===== config.mk =====
export PLATFORM = sky130hd
export DESIGN_NAME = pipeline_hazard_ctrl
export DESIGN_NICKNAME = d
export VERILOG_FILES = /design/src/rtl/pipe_pkg.sv /design/src/rtl/fwd_sel.sv /design/src/rtl/pipeline_hazard_ctrl.sv
export SDC_FILE = /design/constraint.sdc
export NUM_CORES = 1
export LEC_CHECK = 0
export ABC_AREA = 1
export CAP_MARGIN = 30
export CORE_MARGIN = 2
export CORE_UTILIZATION = 58
export DETAILED_ROUTE_END_ITERATION = 7
export DONT_BUFFER_PORTS = 1
export PLACE_DENSITY = 0.83
export REMOVE_ABC_BUFFERS = 1
export SLEW_MARGIN = 10
export SYNTH_ARGS = -nofsm -noshare
export SYNTH_HDL_FRONTEND = slang
export SYNTH_HIERARCHICAL = 1
export SYNTH_SLANG_ARGS = --single-unit

===== constraint.sdc =====
create_clock -name clk -period 1.49 [get_ports clk]
set_input_delay 0.298 -clock clk [delete_from_list [all_inputs] [get_ports clk]]
set_output_delay 0.298 -clock clk [all_outputs]
set_load 0.1 [all_outputs]

===== src/rtl/pipe_pkg.sv =====
// Shared types and constants for the pipeline hazard controller.
package pipe_pkg;

   typedef enum logic [1:0] {
      StRun     = 2'd0,
      StMemWait = 2'd1,
      StHalt    = 2'd2
   } pipe_state_e;

   // EX operand source selects
   localparam logic [1:0] FWD_RF  = 2'b00;
   localparam logic [1:0] FWD_WB  = 2'b01;
   localparam logic [1:0] FWD_MEM = 2'b10;

   // Bit positions of the 8-bit pipeline control word
   localparam int unsigned CW_REG_WRITE  = 0;
   localparam int unsigned CW_MEM_READ   = 1;
   localparam int unsigned CW_MEM_WRITE  = 2;
   localparam int unsigned CW_BRANCH     = 3;
   localparam int unsigned CW_JUMP       = 4;
   localparam int unsigned CW_ALU_SRC    = 5;
   localparam int unsigned CW_MEM_TO_REG = 6;
   localparam int unsigned CW_VALID      = 7;

   localparam logic [7:0] CW_NOP = 8'h00;

   // A flushed stage register loads the NOP word: no side effects downstream
   function automatic logic [7:0] flush_cw(input logic [7:0] cw, input logic flush);
      return flush ? CW_NOP : cw;
   endfunction

endpackage


===== src/rtl/fwd_sel.sv =====
// EX-stage operand forwarding select for one source register.
module fwd_sel
   import pipe_pkg::*;
(
   input  logic [4:0] i_rs,
   input  logic [4:0] i_mem_rd,
   input  logic       i_mem_reg_write,
   input  logic [4:0] i_wb_rd,
   input  logic       i_wb_reg_write,
   output logic [1:0] o_fwd
);

   // MEM holds the younger result, so it wins over WB; x0 is never forwarded
   always_comb begin
      o_fwd = FWD_RF;
      if (i_mem_reg_write && (i_mem_rd != 5'd0) && (i_mem_rd == i_rs)) begin
         o_fwd = FWD_MEM;
      end else if (i_wb_reg_write && (i_wb_rd != 5'd0) && (i_wb_rd == i_rs)) begin
         o_fwd = FWD_WB;
      end
   end

endmodule


===== src/rtl/pipeline_hazard_ctrl.sv =====
// Stage enables, flushes and forwarding selects for the 5-stage core.
module pipeline_hazard_ctrl
   import pipe_pkg::*;
#(
   parameter int unsigned MEM_TIMEOUT = 16,
   parameter int unsigned CNT_W       = 32
) (
   input  logic             clk,
   input  logic             rst_n,
   input  logic [4:0]       i_id_rs1,
   input  logic [4:0]       i_id_rs2,
   input  logic [4:0]       i_ex_rs1,
   input  logic [4:0]       i_ex_rs2,
   input  logic [4:0]       i_ex_rd,
   input  logic             i_ex_mem_read,
   input  logic             i_ex_branch_taken,
   input  logic [4:0]       i_mem_rd,
   input  logic             i_mem_reg_write,
   input  logic [4:0]       i_wb_rd,
   input  logic             i_wb_reg_write,
   input  logic             i_mem_req,
   input  logic             i_mem_ready,
   output logic             o_pc_en,
   output logic             o_if_id_en,
   output logic             o_id_ex_en,
   output logic             o_ex_mem_en,
   output logic             o_mem_wb_en,
   output logic             o_if_id_flush,
   output logic             o_id_ex_flush,
   output logic [1:0]       o_fwd_a,
   output logic [1:0]       o_fwd_b,
   output logic             o_mem_err,
   output logic [CNT_W-1:0] o_stall_cycles
);

   localparam int unsigned WaitW = (MEM_TIMEOUT > 2) ? $clog2(MEM_TIMEOUT) : 1;
   localparam logic [WaitW-1:0] WaitLast = WaitW'(MEM_TIMEOUT - 1);

   pipe_state_e      r_state, w_state_d;
   logic [WaitW-1:0] r_wait_cnt, w_wait_d;
   logic             r_mem_err, w_mem_err_d;
   logic [CNT_W-1:0] r_stall_cycles;

   logic       w_lu, w_mw, w_freeze, w_squash, w_bubble;
   logic [1:0] w_fwd_a, w_fwd_b;

   assign w_lu = i_ex_mem_read && (i_ex_rd != 5'd0) &&
                 ((i_ex_rd == i_id_rs1) || (i_ex_rd == i_id_rs2));
   assign w_mw = i_mem_req && !i_mem_ready;

   // Next-state and hazard decode; branch squash outranks the load-use bubble
   always_comb begin
      w_state_d   = r_state;
      w_wait_d    = r_wait_cnt;
      w_mem_err_d = r_mem_err;
      w_freeze    = 1'b0;
      w_squash    = 1'b0;
      w_bubble    = 1'b0;
      unique case (r_state)
         StRun: begin
            if (w_mw) begin
               w_freeze  = 1'b1;
               w_state_d = StMemWait;
               w_wait_d  = WaitW'(1);
            end else begin
               w_squash = i_ex_branch_taken;
               w_bubble = !i_ex_branch_taken && w_lu;
            end
         end
         StMemWait: begin
            // A dropped request releases the freeze just like ready does
            if (i_mem_ready || !i_mem_req) begin
               w_state_d = StRun;
               w_wait_d  = '0;
               w_squash  = i_ex_branch_taken;
               w_bubble  = !i_ex_branch_taken && w_lu;
            end else begin
               w_freeze = 1'b1;
               if (r_wait_cnt == WaitLast) begin
                  w_state_d   = StHalt;
                  w_mem_err_d = 1'b1;
               end else begin
                  w_wait_d = r_wait_cnt + WaitW'(1);
               end
            end
         end
         StHalt: begin
            w_freeze = 1'b1;
         end
         default: begin
            w_state_d = StRun;
            w_wait_d  = '0;
         end
      endcase
   end

   // Output decode; reset forces everything off and both flushes on
   always_comb begin
      o_pc_en       = rst_n && !w_freeze && !w_bubble;
      o_if_id_en    = rst_n && !w_freeze && !w_bubble;
      o_id_ex_en    = rst_n && !w_freeze;
      o_ex_mem_en   = rst_n && !w_freeze;
      o_mem_wb_en   = rst_n && !w_freeze;
      o_if_id_flush = !rst_n || w_squash;
      o_id_ex_flush = !rst_n || w_squash || w_bubble;
      o_fwd_a       = rst_n ? w_fwd_a : FWD_RF;
      o_fwd_b       = rst_n ? w_fwd_b : FWD_RF;
   end

   // FSM state, wait counter and sticky error
   always_ff @(posedge clk or negedge rst_n) begin
      if (!rst_n) begin
         r_state    <= StRun;
         r_wait_cnt <= '0;
         r_mem_err  <= 1'b0;
      end else begin
         r_state    <= w_state_d;
         r_wait_cnt <= w_wait_d;
         r_mem_err  <= w_mem_err_d;
      end
   end

   // Performance counter of cycles where the PC did not advance
   always_ff @(posedge clk or negedge rst_n) begin
      if (!rst_n) begin
         r_stall_cycles <= '0;
      end else if (!o_pc_en) begin
         r_stall_cycles <= r_stall_cycles + CNT_W'(1);
      end
   end

   assign o_mem_err      = r_mem_err;
   assign o_stall_cycles = r_stall_cycles;

   fwd_sel u_fwd_a (
      .i_rs           (i_ex_rs1),
      .i_mem_rd       (i_mem_rd),
      .i_mem_reg_write(i_mem_reg_write),
      .i_wb_rd        (i_wb_rd),
      .i_wb_reg_write (i_wb_reg_write),
      .o_fwd          (w_fwd_a)
   );

   fwd_sel u_fwd_b (
      .i_rs           (i_ex_rs2),
      .i_mem_rd       (i_mem_rd),
      .i_mem_reg_write(i_mem_reg_write),
      .i_wb_rd        (i_wb_rd),
      .i_wb_reg_write (i_wb_reg_write),
      .o_fwd          (w_fwd_b)
   );

endmodule

### After elaboration in Yosys (flattened, before gate mapping)

Index checks and enable logic that the tools add are counted.

| storage, ports and cells | value |
|---|---|
| word-level logic and storage cells | 72 |
| output and inout port bits | 44 |
| input port bits | 43 |
| register bits | 39 |

| operators by class | value |
|---|---|
| equal/unequal tests | 12 |
| add/subtract/negate cells | 2 |
| reduce and logical (&&, ||, !) cells | 29 |
| multiplexer cells | 23 |
| bitwise gates (word level) | 2 |

Operators by type and width:

| cell | count |
|---|---|
| adder 32 x 1 -> 32 bit (second input constant) | 1 |
| equality test 5 bit | 6 |
| nonzero test 5 bit | 3 |
| two-way mux 2 bit | 7 |
| logical AND 1 bit | 12 |
| two-way mux 4 bit | 3 |
| case mux 4 bit (3 select lines) | 1 |
| AND reduction 3 bit | 3 |
| two-way mux 1 bit | 8 |
| zero test 1 bit | 6 |
| != test 3 bit (second input constant) | 2 |
| case mux 2 bit (3 select lines) | 1 |
| adder 4 x 1 -> 4 bit (second input constant) | 1 |
| equality test 4 bit (second input constant) | 1 |
| logical OR 1 bit | 4 |
| case mux 1 bit (2 select lines) | 2 |
| case mux 1 bit (3 select lines) | 1 |
| equality test 2 x 1 -> 1 bit (second input constant) | 1 |
| equality test 2 bit (second input constant) | 1 |
| zero test 2 bit | 1 |
| != test 2 bit (second input constant) | 1 |
| inverter 1 bit | 2 |

### Depth between registers and ports, before layout

Gate-level depths: netlist (run 1).

| depth | value |
|---|---|
| depth after elaboration | 8 |
| depth in mapped cells | 11 |
| depth with buffers taken out | 10 |

### By module

The synthesis (run 1) kept the hierarchy.

Modules (own cells, without submodules):

| module | area an instance (µm²) | seq. area each (µm²) | instances | cells each |
|---|---|---|---|---|
| pipeline_hazard_ctrl | 2840.2 | 975.9 | 1 | 437 |
| fwd_sel | 214.0 | 0.0 | 2 | 50 |

### Worst setup path after synthesis (run 1)

OpenSTA, ideal clock, no wires.

| timing | value |
|---|---|
| kind | flip-flop to output port |
| start point | register r_state[1] |
| end point | output o_id_ex_flush |
| data required time | 1.192 ns |
| arrival time | 3.513 ns |
| stages on the path, launching flop included | 6 |
| buffers on the path | 0 |
| slack | -2.321 ns |
| cell sequence | dfrtp_1 -> inv_2 -> nand2_1 -> o21ai_0 -> inv_1 -> nand2_1 |

| between the ends | value |
|---|---|
| word-level cells in the longest chain between the ends | 4 |
| elaborated cells between the ends (all ways) | 6 |
| those cells by class | 1 x eq/ne; 2 x mux; 3 x reduce/logical |

RTL lines:

| what | line | text |
|---|---|---|
| start, declared | pipeline_hazard_ctrl.sv:39 | `pipe_state_e r_state, w_state_d;` |
| start signal, assigned | pipeline_hazard_ctrl.sv:113 | `r_state <= StRun;` |
| start signal, assigned | pipeline_hazard_ctrl.sv:117 | `r_state <= w_state_d;` |
| equality test 2 x 1 -> 1 bit or zero test 2 bit (tied branches) | pipeline_hazard_ctrl.sv:59 | `unique case (r_state)` |
| case mux 1 bit (2 select lines) * | pipeline_hazard_ctrl.sv:59 |  |
| logical OR 1 bit * | n/a |  |
| net o_if_id_flush | pipeline_hazard_ctrl.sv:28 | `output logic o_if_id_flush,` |
| logical OR 1 bit * | pipeline_hazard_ctrl.sv:105 | `o_id_ex_flush = !rst_n \|\| w_squash \|\| w_bubble;` |
| end, declared | pipeline_hazard_ctrl.sv:29 | `output logic o_id_ex_flush,` |

The timed path passes the listed nets; every way through them passes the cells marked *.

### Worst setup path in the final report (run 1)

| timing | value |
|---|---|
| start point | register r_state[1] |
| end point | output o_pc_en |

| between the ends | value |
|---|---|
| word-level cells in the longest chain between the ends | 5 |
| elaborated cells between the ends (all ways) | 9 |
| those cells by class | 2 x eq/ne; 2 x mux; 5 x reduce/logical |

RTL lines:

| what | line | text |
|---|---|---|
| equality test 2 bit, or another cell as far along | pipeline_hazard_ctrl.sv:59 |  |
| case mux 1 bit (3 select lines) | pipeline_hazard_ctrl.sv:59 |  |
| zero test 1 bit | n/a |  |
| logical AND 1 bit | n/a |  |
| logical AND 1 bit * | n/a |  |
| end, declared | pipeline_hazard_ctrl.sv:23 | `output logic o_pc_en,` |

Every way passes the cells marked *; elsewhere a longest branch is shown, timed or not.

==> metrics.txt, run 1 <==
result of the run complete, but fails checks; violated checks negative setup slack; drc violations 0; final setup margin -0.339 ns; category of the worst setup path launch point register; global-route wire length before repair around 16000 um; required time of the critical path ~1.2 ns; total half-perimeter wirelength after legalization and detailed placement between 6000 and 7000 um; final max-slew violation count 0; area overhead of the layout relative to synthesis 29.3%; Bufs on Longest Clock Path 2; Worst Hold Path Cells 4; maximum fanout along the worst path 6; CTS tree built; floorplan row count 27; worst setup slack before clock tree synthesis 0.00579 ns; Unique masters post-synth 25; Final Cycle Share 1.23; setup skew after layout ~0.0096 ns; Total Power approximately 2.2 mW; total vias in the final route ~3700; number of ports placed on the die boundary between 80 and 90; library cell with the highest instance count after synthesis nand2_1; Min-Delay Path Class in2reg; number of H-tree branching levels 2; wire length per cell about 15 um; cell accounting for the most synthesized area dfrtp_1; fraction of synthesized cell area taken by the top area cell type 0.299; initial standard-cell utilization of the core 0.597; clock tree sinks 39; via count normalized by instance count between 5 and 6; CTS clock-pin slew for the worst setup and hold paths roughly 0.080 ns; synthesized instance count between 500 and 600; EDFF count, synth 0; clk_lat worst skew roughly 0.30 ns; critical path capture point type output port; gpl congestion a little under 1; fraction of layout cells with a size suffix above 1 0.245; Final min period 1.83 ns; number of hold violations in the final report 0; horizontal die dimension roughly 79 um; Mean Syn Cell Area roughly 6.1 sq um; GRT Resource Usage Total 0.313; Worst Path Class, Setup reg2out; Initial DRT Pass Iterations 5; Detail Route Antenna Nets 0; synthesis warning total 6; main flop type after synthesis dfrtp_1; total core area approximately 5500 sq um; commonest cells in the synthesized netlist 223 x nand2_1, 63 x nor2_1, 51 x inv_1, 51 x nand3_1, 39 x dfrtp_1; Pleak roughly 2.2 nW; top post-synthesis cells by area dfrtp_1 30%, nand2_1 26%, nand3_1 7.8%, nor2_1 7.2%, inv_1 5.9%; maximum vdd ir drop roughly 550 uV; die area ~6300 sq um; Max Fclk 547 MHz; count of input and output buffers 0; count of final setup violators 14; portion of the post-synthesis area used by sequential elements 0.299; cell area after technology mapping around 3300 sq um; unrepaired setup endpoints after global routing true; largest net degree at the start of global routing 40; PD cells about 530 nW/um^2; antenna violations before repair 0; final routed wirelength across all metal layers ~9900 um; final-stage net count 648; flip-flop and latch count after synthesis 39; final antenna diode count 0; clk root buf clkbuf_8; 1st-iter DRT viols about 280; worst slew pin tran about 0.37 ns; proportion of synthesized flip-flops having asynchronous set or reset 1.00; tightest slew margin relative to the limit 0.752; critical path data arrival time around 1.5 ns; total grt overflow 0; via count of the first global-routing pass 3455; cts bufs inserted 5; count of maximum capacitance violations 0; internal reg-to-reg setup slack -0.02 ns; height of the die 79.1 um; depth of the most critical reg-to-reg path 9
-- worst max-delay path, cell delays in order (launching register included) --
cell and delay, ns:
dfrtp_1 0.41, inv_2 0.11, nand4_1 0.10, nor2_1 0.14, nand2_2 0.12, nand2_4 0.12, inv_4 0.04, buf_12 0.19
-- metrics by stage --
| stage | area [sq um] | std cells | setup TNS, ns | utilization | hold slack [ns] |
|---|---|---|---|---|---|
| 6_report | 4230 | 676 | -2.15 | 0.772 | 0.301 |
| 5_1_grt | 4230 | 676 | -3.84 | 0.772 | 0.312 |
| 4_1_cts | 4060 | 669 | -1.59 | 0.742 | 0.289 |
| 3_5_place_dp | 3820 | 655 | 0 | 0.699 | 0.00342 |
| 3_3_place_gp | 3820 | 655 | 0 | 0.699 | 0.00346 |
| 2_1_floorplan | 3180 | 525 | -61.68 | - | 0.00241 |
-- power breakdown --
| group | internal (mW) | total (mW) | leakage [nW] | switching, mW |
|---|---|---|---|---|
| clock | 0.542 | 0.941 | 0.0612 | 0.399 |
| sequential | 1.06 | 1.06 | 0.520 | 0 |
| combinational | 0.0865 | 0.225 | 1.62 | 0.138 |
-- state kept, by name, indices dropped and copies added, names as in the netlist --
name and count:
r_state 2, o_stall_cycles 32, o_mem_err 1, r_wait_cnt 4
-- layer usage --
metal / up-vias / global-route usage / wire (um)
li1: 1779 / - / -
met1: 1688 / 0.394 / 3830
met2: 226 / 0.533 / 4780
met3: 45 / 0.0670 / 1010
met4: 0 / 0.107 / 314
met5: - / 0 / 0
-- cell usage in the layout (no fill, tap or decap), drive strengths merged, types with 3 or more instances in the layout --
master | synthesis | routed
o22ai | 3 | 3
nand4 | 3 | 3
xnor2 | 6 | 6
buf | 12 | 69
nand2 | 232 | 232
dfrtp | 39 | 39
xor2 | 15 | 15
clkbuf | 0 | 7
nand3b | 13 | 13
inv | 64 | 62
nor2 | 80 | 80
o21ai | 9 | 9
a21oi | 3 | 3
nand3 | 51 | 51
-- worst paths after layout --
check / startpoint / end
worst max-delay path: r_state[1]$_DFFE_PN0P_ / o_pc_en
worst min register to register: o_mem_err$_DFFE_PN0P_ / o_mem_err$_DFFE_PN0P_
worst max register to register: r_state[1]$_DFFE_PN0P_ / o_stall_cycles[1]$_DFFE_PN0N_
worst min-delay path: i_mem_ready / r_state[0]$_DFFE_PN0P_
min in group asynchronous: rst_n / o_stall_cycles[4]$_DFFE_PN0N_
max in group asynchronous: rst_n / o_stall_cycles[3]$_DFFE_PN0N_
-- area by class of cell --
class                           count  area, sq um
Clock buffer                        6         82.6
Fill cell                         370         1250
Tap cell                           72         90.1
Clock inverter                      2         35.0
Timing Repair Buffer               71          749
Sequential cell                    39          980
Multi-Input combinational cell    422         2040
Inverter                           64          250
-- what timing repair did --
| action | CTS | global route |
|---|---|---|
| pin swaps | 6 | 13 |
| gates cloned | 1 | 1 |
| gates resized for setup | 8 | 40 |
| endpoints found under the setup margin | 7 | 42 |
| buffers inserted | 3 | 6 |
| endpoints found under the hold margin | 39 | 0 |
| hold buffers | 2 | 0 |
-- kinds of logic after synthesis --
logic type / Yosys count / share of synthesized area
AO/OA/AOI/OAI: 18 / 0.0314
flip-flops: 39 / 0.299
XOR/XNOR: 21 / 0.0563
AND/OR/NAND/NOR: 381 / 0.506
adder cells (fa/ha/maj): 2 / 0.00766
buffers and inverters: 76 / 0.0999
(Power assumes the default switching activity.)
==> run 2, diff against run 1 <==
--- a/config.mk
+++ b/config.mk
@@ -11,7 +11,7 @@
 export CORE_UTILIZATION = 58
 export DETAILED_ROUTE_END_ITERATION = 7
 export DONT_BUFFER_PORTS = 1
-export PLACE_DENSITY = 0.83
+export PLACE_DENSITY = 0.76
 export REMOVE_ABC_BUFFERS = 1
 export SLEW_MARGIN = 10
 export SYNTH_ARGS = -nofsm -noshare
==> run 2 against run 1 <==
Largest cell class unchanged. Total power is 8.9% lower. Clock power down 22%. Die area did not move. Wire length down 9.6%. Hold slack got worse by 0.023 ns. Highest routed layer unchanged. The run still ends with negative setup slack left. Register-to-register slack better by 0.11 ns.
==> metrics.txt, run 2 (same netlist as run 1, synthesis figures left out) <==
CTS clock-pin slew for the worst setup and hold paths ~0.080 ns; height of the die slightly below 80 um; clock tree sinks 39; number of H-tree branching levels 2; maximum fanout along the worst path 5; Comb power frac 0.114; total vias in the final route 3536; Bufs on Longest Clock Path 2; filler cell count 426; Pleak 2.14 nW; floorplan row count 27; sequential group share of total power 0.522; fraction of layout cells with a size suffix above 1 0.243; die area 6250 sq um; initial standard-cell utilization of the core 0.597; Worst Path Class, Setup reg2out; maximum vdd ir drop between 400 and 500 uV; total negative slack -1.35 ns; antenna violations before repair 0; highest-count cells in the layout ignoring fill and taps 215 x nand2_1, 55 x nor2_1, 50 x nand3_1; clk root buf clkbuf_8; category of the worst setup path launch point register; setup skew after layout between 0.01 and 0.015 ns; max reg flops 32; delay of the slowest cell on the worst path 0.39 ns; tightest slew margin relative to the limit 0.763; internal power summed over all cells between 1 and 1.5 mW; number of hold violations in the final report 0; horizontal die dimension roughly 79 um; most common cell after layout, fill and taps aside nand2_1; critical path capture point type output port; violated checks negative setup slack; CTS tree built; placed instance area approximately 3800 sq um; Max Fclk a little under 600 MHz; Detail Route Antenna Nets 0; number of ports placed on the die boundary between 80 and 90; Total Power approximately 2.0 mW; result of the run complete, but fails checks; drc violations 0; share of total power in the clock network 0.364; final routed wirelength across all metal layers roughly 9000 um; global-route wire length before repair 14900 um; final antenna diode count 0; GRT Resource Usage Total 0.296; 1st-iter DRT viols about 280; critical path data arrival time about 1.4 ns; unrepaired setup endpoints after global routing true; Finished Cell Area around 4000 sq um; count of input and output buffers 0; largest net degree at the start of global routing 40; Min-Delay Path Class in2reg; wire length per cell roughly 13 um; ordered cell list for the critical path inv_2 -> nand4_1 -> nor2_1 -> nand2_2 -> nand2_4 -> inv_4 -> buf_12; Switching Fraction 0.276; via count normalized by instance count approximately 5.3; cts bufs inserted 5; total core area 5470 sq um; total grt overflow 0; worst slew pin tran about 0.36 ns; via count of the first global-routing pass 3368; final max-slew violation count 0; required time of the critical path 1.19 ns; total half-perimeter wirelength after legalization and detailed placement between 6000 and 7000 um; count of final setup violators 7; final setup margin -0.231 ns; count of maximum capacitance violations 0; switching power summed over all nets ~0.56 mW; Final Cycle Share 1.15; critical path's slowest cell dfrtp_1; final-stage net count 641; area overhead of the layout relative to synthesis 25.8%; gpl congestion 0.963; clk_lat worst skew about 0.30 ns; Final min period roughly 1.7 ns; PD cells 493 nW/um^2; Initial DRT Pass Iterations 4
-- run 2: changes by cell type in the layout (fill, tap and decap cells not counted), sizes merged --
cell,previous run,this run
buf,69,62
clkinvlp,2,1
clkinv,1,3
inv,62,63
clkbuf,7,5
bufbuf,0,1
bufinv,1,0
-- run 2: power by group through the flow --
stage,logic [mW],registers [mW],clock network [mW]
after global routing,0.262,1.06,0.784
after floorplan,0.147,1.08,0
after detailed placement,0.182,1.08,0
final,0.232,1.06,0.737
after CTS,0.219,1.06,0.741
after global placement,0.177,1.08,0
-- run 2: area by class of cell --
class	count	area, sq um	share of cell area
Clock buffer	5	68.8	0.0167
Multi-Input combinational cell	422	2040	0.495
Inverter	64	254	0.0618
Clock inverter	3	15.0	0.00365
Sequential cell	39	980	0.238
Timing Repair Buffer	64	668	0.163
Tap cell	72	90.1	0.0219
-- run 2: worst paths after layout --
| kind | startpoint | end | slack, ns | cells after the start |
|---|---|---|---|---|
| min reg2reg | r_state[0]$_DFFE_PN0P_ | r_state[1]$_DFFE_PN0P_ | 0.57 | 1 |
| max reg2reg | o_stall_cycles[21]$_DFFE_PN0N_ | o_stall_cycles[23]$_DFFE_PN0N_ | 0.09 | 9 |
| max | r_state[1]$_DFFE_PN0P_ | o_pc_en | -0.23 | 7 |
| min in group asynchronous | rst_n | o_stall_cycles[23]$_DFFE_PN0N_ | 0.48 | 2 |
| min | i_mem_ready | r_state[0]$_DFFE_PN0P_ | 0.28 | 4 |
| max in group asynchronous | rst_n | o_stall_cycles[16]$_DFFE_PN0N_ | 0.79 | 2 |
-- run 2: critical path, delay by kind of cell (launching register included) --
| family | cells | cell delay (ns) |
|---|---|---|
| DFF | 1 | 0.39 |
| and+or+nand+nor | 4 | 0.40 |
| buffers and inverters | 3 | 0.34 |
-- run 2: through the flow --
step | hold slack (ns) | std cells | worst slack (ns) | util
after floorplan | 0.00241 | 525 | -2.81 | -
after global routing | 0.285 | 669 | -0.298 | 0.751
after detailed placement | 0.00428 | 654 | 0.0267 | 0.697
after global placement | 0.00522 | 654 | 0.0536 | 0.697
after CTS | 0.283 | 666 | -0.232 | 0.731
final | 0.277 | 669 | -0.231 | 0.751
-- run 2: timing repair --
item / in CTS / in global routing
cloned: 1 / 0
hold endpoints to repair: 39 / 0
endpoints found under the setup margin: 7 / 36
buffers inserted: 1 / 3
resized for setup: 6 / 44
pin swaps: 6 / 30
hold buffers: 2 / 0
-- run 2: metal layers --
layer	routed length [um]	global-route usage
met2	4330	0.502
met3	793	0.0727
met1	3690	0.373
met5	0	0
met4	158	0.0897
==> run 3, diff against run 2 <==
==> constraint.sdc (replaced) <==
create_clock -name clk -period 1.49 [get_ports clk]
set_input_delay 0.298 -clock clk [delete_from_list [all_inputs] [get_ports clk]]
set_output_delay 0.298 -clock clk [all_outputs]
set_load 0.05 [all_outputs]
==> run 3 against run 2 <==
The run still ends with negative setup slack left. Register-to-register slack got worse by 0.08 ns. Wire length rose by 9.6%. Largest power group unchanged. Hold slack got worse by 0.043 ns. Largest cell class unchanged. Clock skew fell by 0.0023 ns. Flip-flop and latch count did not move. Combinational power fell by 13%.
==> metrics.txt, run 3 (same netlist as run 1, synthesis figures left out) <==
placed cell count 649; result of the run complete, but fails checks; total core area 5470 sq um; Initial DRT Pass Iterations 6; final max-slew violation count 0; Worst Hold Path Cells 3; number of hold violations in the final report 0; setup skew after layout around 0.011 ns; Pleak about 2.2 nW; Bufs on Longest Clock Path 2; GRT Resource Usage Total 0.280; required time of the critical path around 1.2 ns; Final Cycle Share 1.15; height of the die roughly 79 um; critical path data arrival time ~1.4 ns; number of H-tree branching levels 2; clock tree sinks 39; multi-input gate area in the final layout 2020 sq um; CTS tree built; most common cell after layout, fill and taps aside nand2_1; delay of the slowest cell on the worst path 0.40 ns; filler cell count 440; count of maximum capacitance violations 0; violated checks negative setup slack; Final min period about 1.7 ns; unrepaired setup endpoints after global routing true; highest-count cells in the layout ignoring fill and taps 221 x nand2_1, 61 x nor2_1, 51 x buf_4; maximum fanout along the worst path 5; Finished Cell Area about 4100 sq um; die area 6250 sq um; area overhead of the layout relative to synthesis 26.0%; maximum vdd ir drop 452 uV; Min-Delay Path Class in2reg; cts bufs inserted 5; total half-perimeter wirelength after legalization and detailed placement 6440 um; final setup margin -0.217 ns; placed instance area 3750 sq um; drc violations 0; floorplan row count 27; core occupancy in the finished layout 0.752; Final Hold Slack roughly 0.23 ns; number of ports placed on the die boundary 87; depth of the most critical reg-to-reg path 9; initial standard-cell utilization of the core 0.597; Worst Path Class, Setup reg2out; fin cells between 600 and 700; final-stage net count ~640; final antenna diode count 0; fraction of layout cells with a size suffix above 1 0.208; tightest slew margin relative to the limit 0.694; via count of the first global-routing pass roughly 3200; critical path capture point type output port; Max Fclk between 500 and 600 MHz; total vias in the final route around 3700; category of the worst setup path launch point register; wire length per cell 14.6 um; count of final setup violators 7; horizontal die dimension between 70 and 80 um; ordered cell list for the critical path inv_2 -> nand4_1 -> nor2_2 -> nand2_2 -> nand2_4 -> inv_4 -> buf_12; max reg flops 32; total grt overflow 0; Storage cell area 978 sq um; antenna violations before repair 0; clk root buf clkbuf_8; count of input and output buffers 0; clk_lat worst skew roughly 0.30 ns; worst slew pin tran 0.459 ns; via count normalized by instance count approximately 5.5; largest net degree at the start of global routing 40; final routed wirelength across all metal layers approximately 10000 um; gpl congestion between 0.9 and 1; critical path's slowest cell dfrtp_1; global-route wire length before repair around 14000 um; 1st-iter DRT viols between 300 and 400; CTS clock-pin slew for the worst setup and hold paths roughly 0.080 ns; Detail Route Antenna Nets 0; PD cells ~480 nW/um^2
## run 3: cell count changes in the layout (fill, tap and decap cells not counted), sizes merged
cell	change
bufbuf	-1
clkinv	-2
clkbuf	+5
inv	+1
## run 3: final cells by class
| type | instances | share of cell area |
|---|---|---|
| tap | 72 | 0.0219 |
| multi-input combinational | 422 | 0.491 |
| timing repair buffer | 67 | 0.170 |
| clock inverter | 2 | 0.00304 |
| inverter | 64 | 0.0589 |
| sequential | 39 | 0.238 |
| clock buffer | 6 | 0.0176 |
## run 3: metal layers
metal / share of wire / GRT usage
met1: 0.39 / 0.366
met2: 0.47 / 0.461
met3: 0.12 / 0.0682
met4: 0.017 / 0.0828
met5: 0 / 0
## run 3: power by group
part | leakage (nW) | internal [mW] | switching [mW]
sequential | 0.522 | 1.06 | 0
clock | 0.0412 | 0.328 | 0.405
combinational | 1.63 | 0.0786 | 0.124
## run 3: worst paths after layout
kind	startpoint	endpoint	slack (ns)
worst max-delay path	r_state[1]$_DFFE_PN0P_	o_pc_en	-0.22
worst min-delay path	i_mem_ready	r_wait_cnt[2]$_DFFE_PN0P_	0.23
worst max register to register	o_stall_cycles[16]$_DFFE_PN0N_	o_stall_cycles[17]$_DFFE_PN0N_	0.01
worst min register to register	r_state[0]$_DFFE_PN0P_	r_state[1]$_DFFE_PN0P_	0.56
max in group asynchronous	rst_n	o_stall_cycles[24]$_DFFE_PN0N_	0.81
min in group asynchronous	rst_n	o_stall_cycles[15]$_DFFE_PN0N_	0.47
## run 3: through the flow
step | power (mW) | setup TNS [ns] | worst slack (ns)
floorplan | 1.21 | -30.95 | -1.50
global placement | 1.24 | 0 | 0.0904
detailed placement | 1.24 | 0 | 0.0447
CTS | 1.99 | -1.29 | -0.223
global route | 2.06 | -2.74 | -0.315
finish | 1.99 | -1.08 | -0.217
## run 3: critical path, delay by kind of cell (launching register included)
kind	cells	cell delay (ns)
buf+inv	3	0.30
flops	1	0.40
simple gates	4	0.40
## run 3: timing repair
action | CTS | global route
hold endpoints to repair | 39 | 0
hold buffers | 2 | 0
setup buffers | 2 | 8
setup endpoints to repair | 7 | 41
gates cloned | 0 | 4
pin swaps | 4 | 7
gates resized for setup | 4 | 22
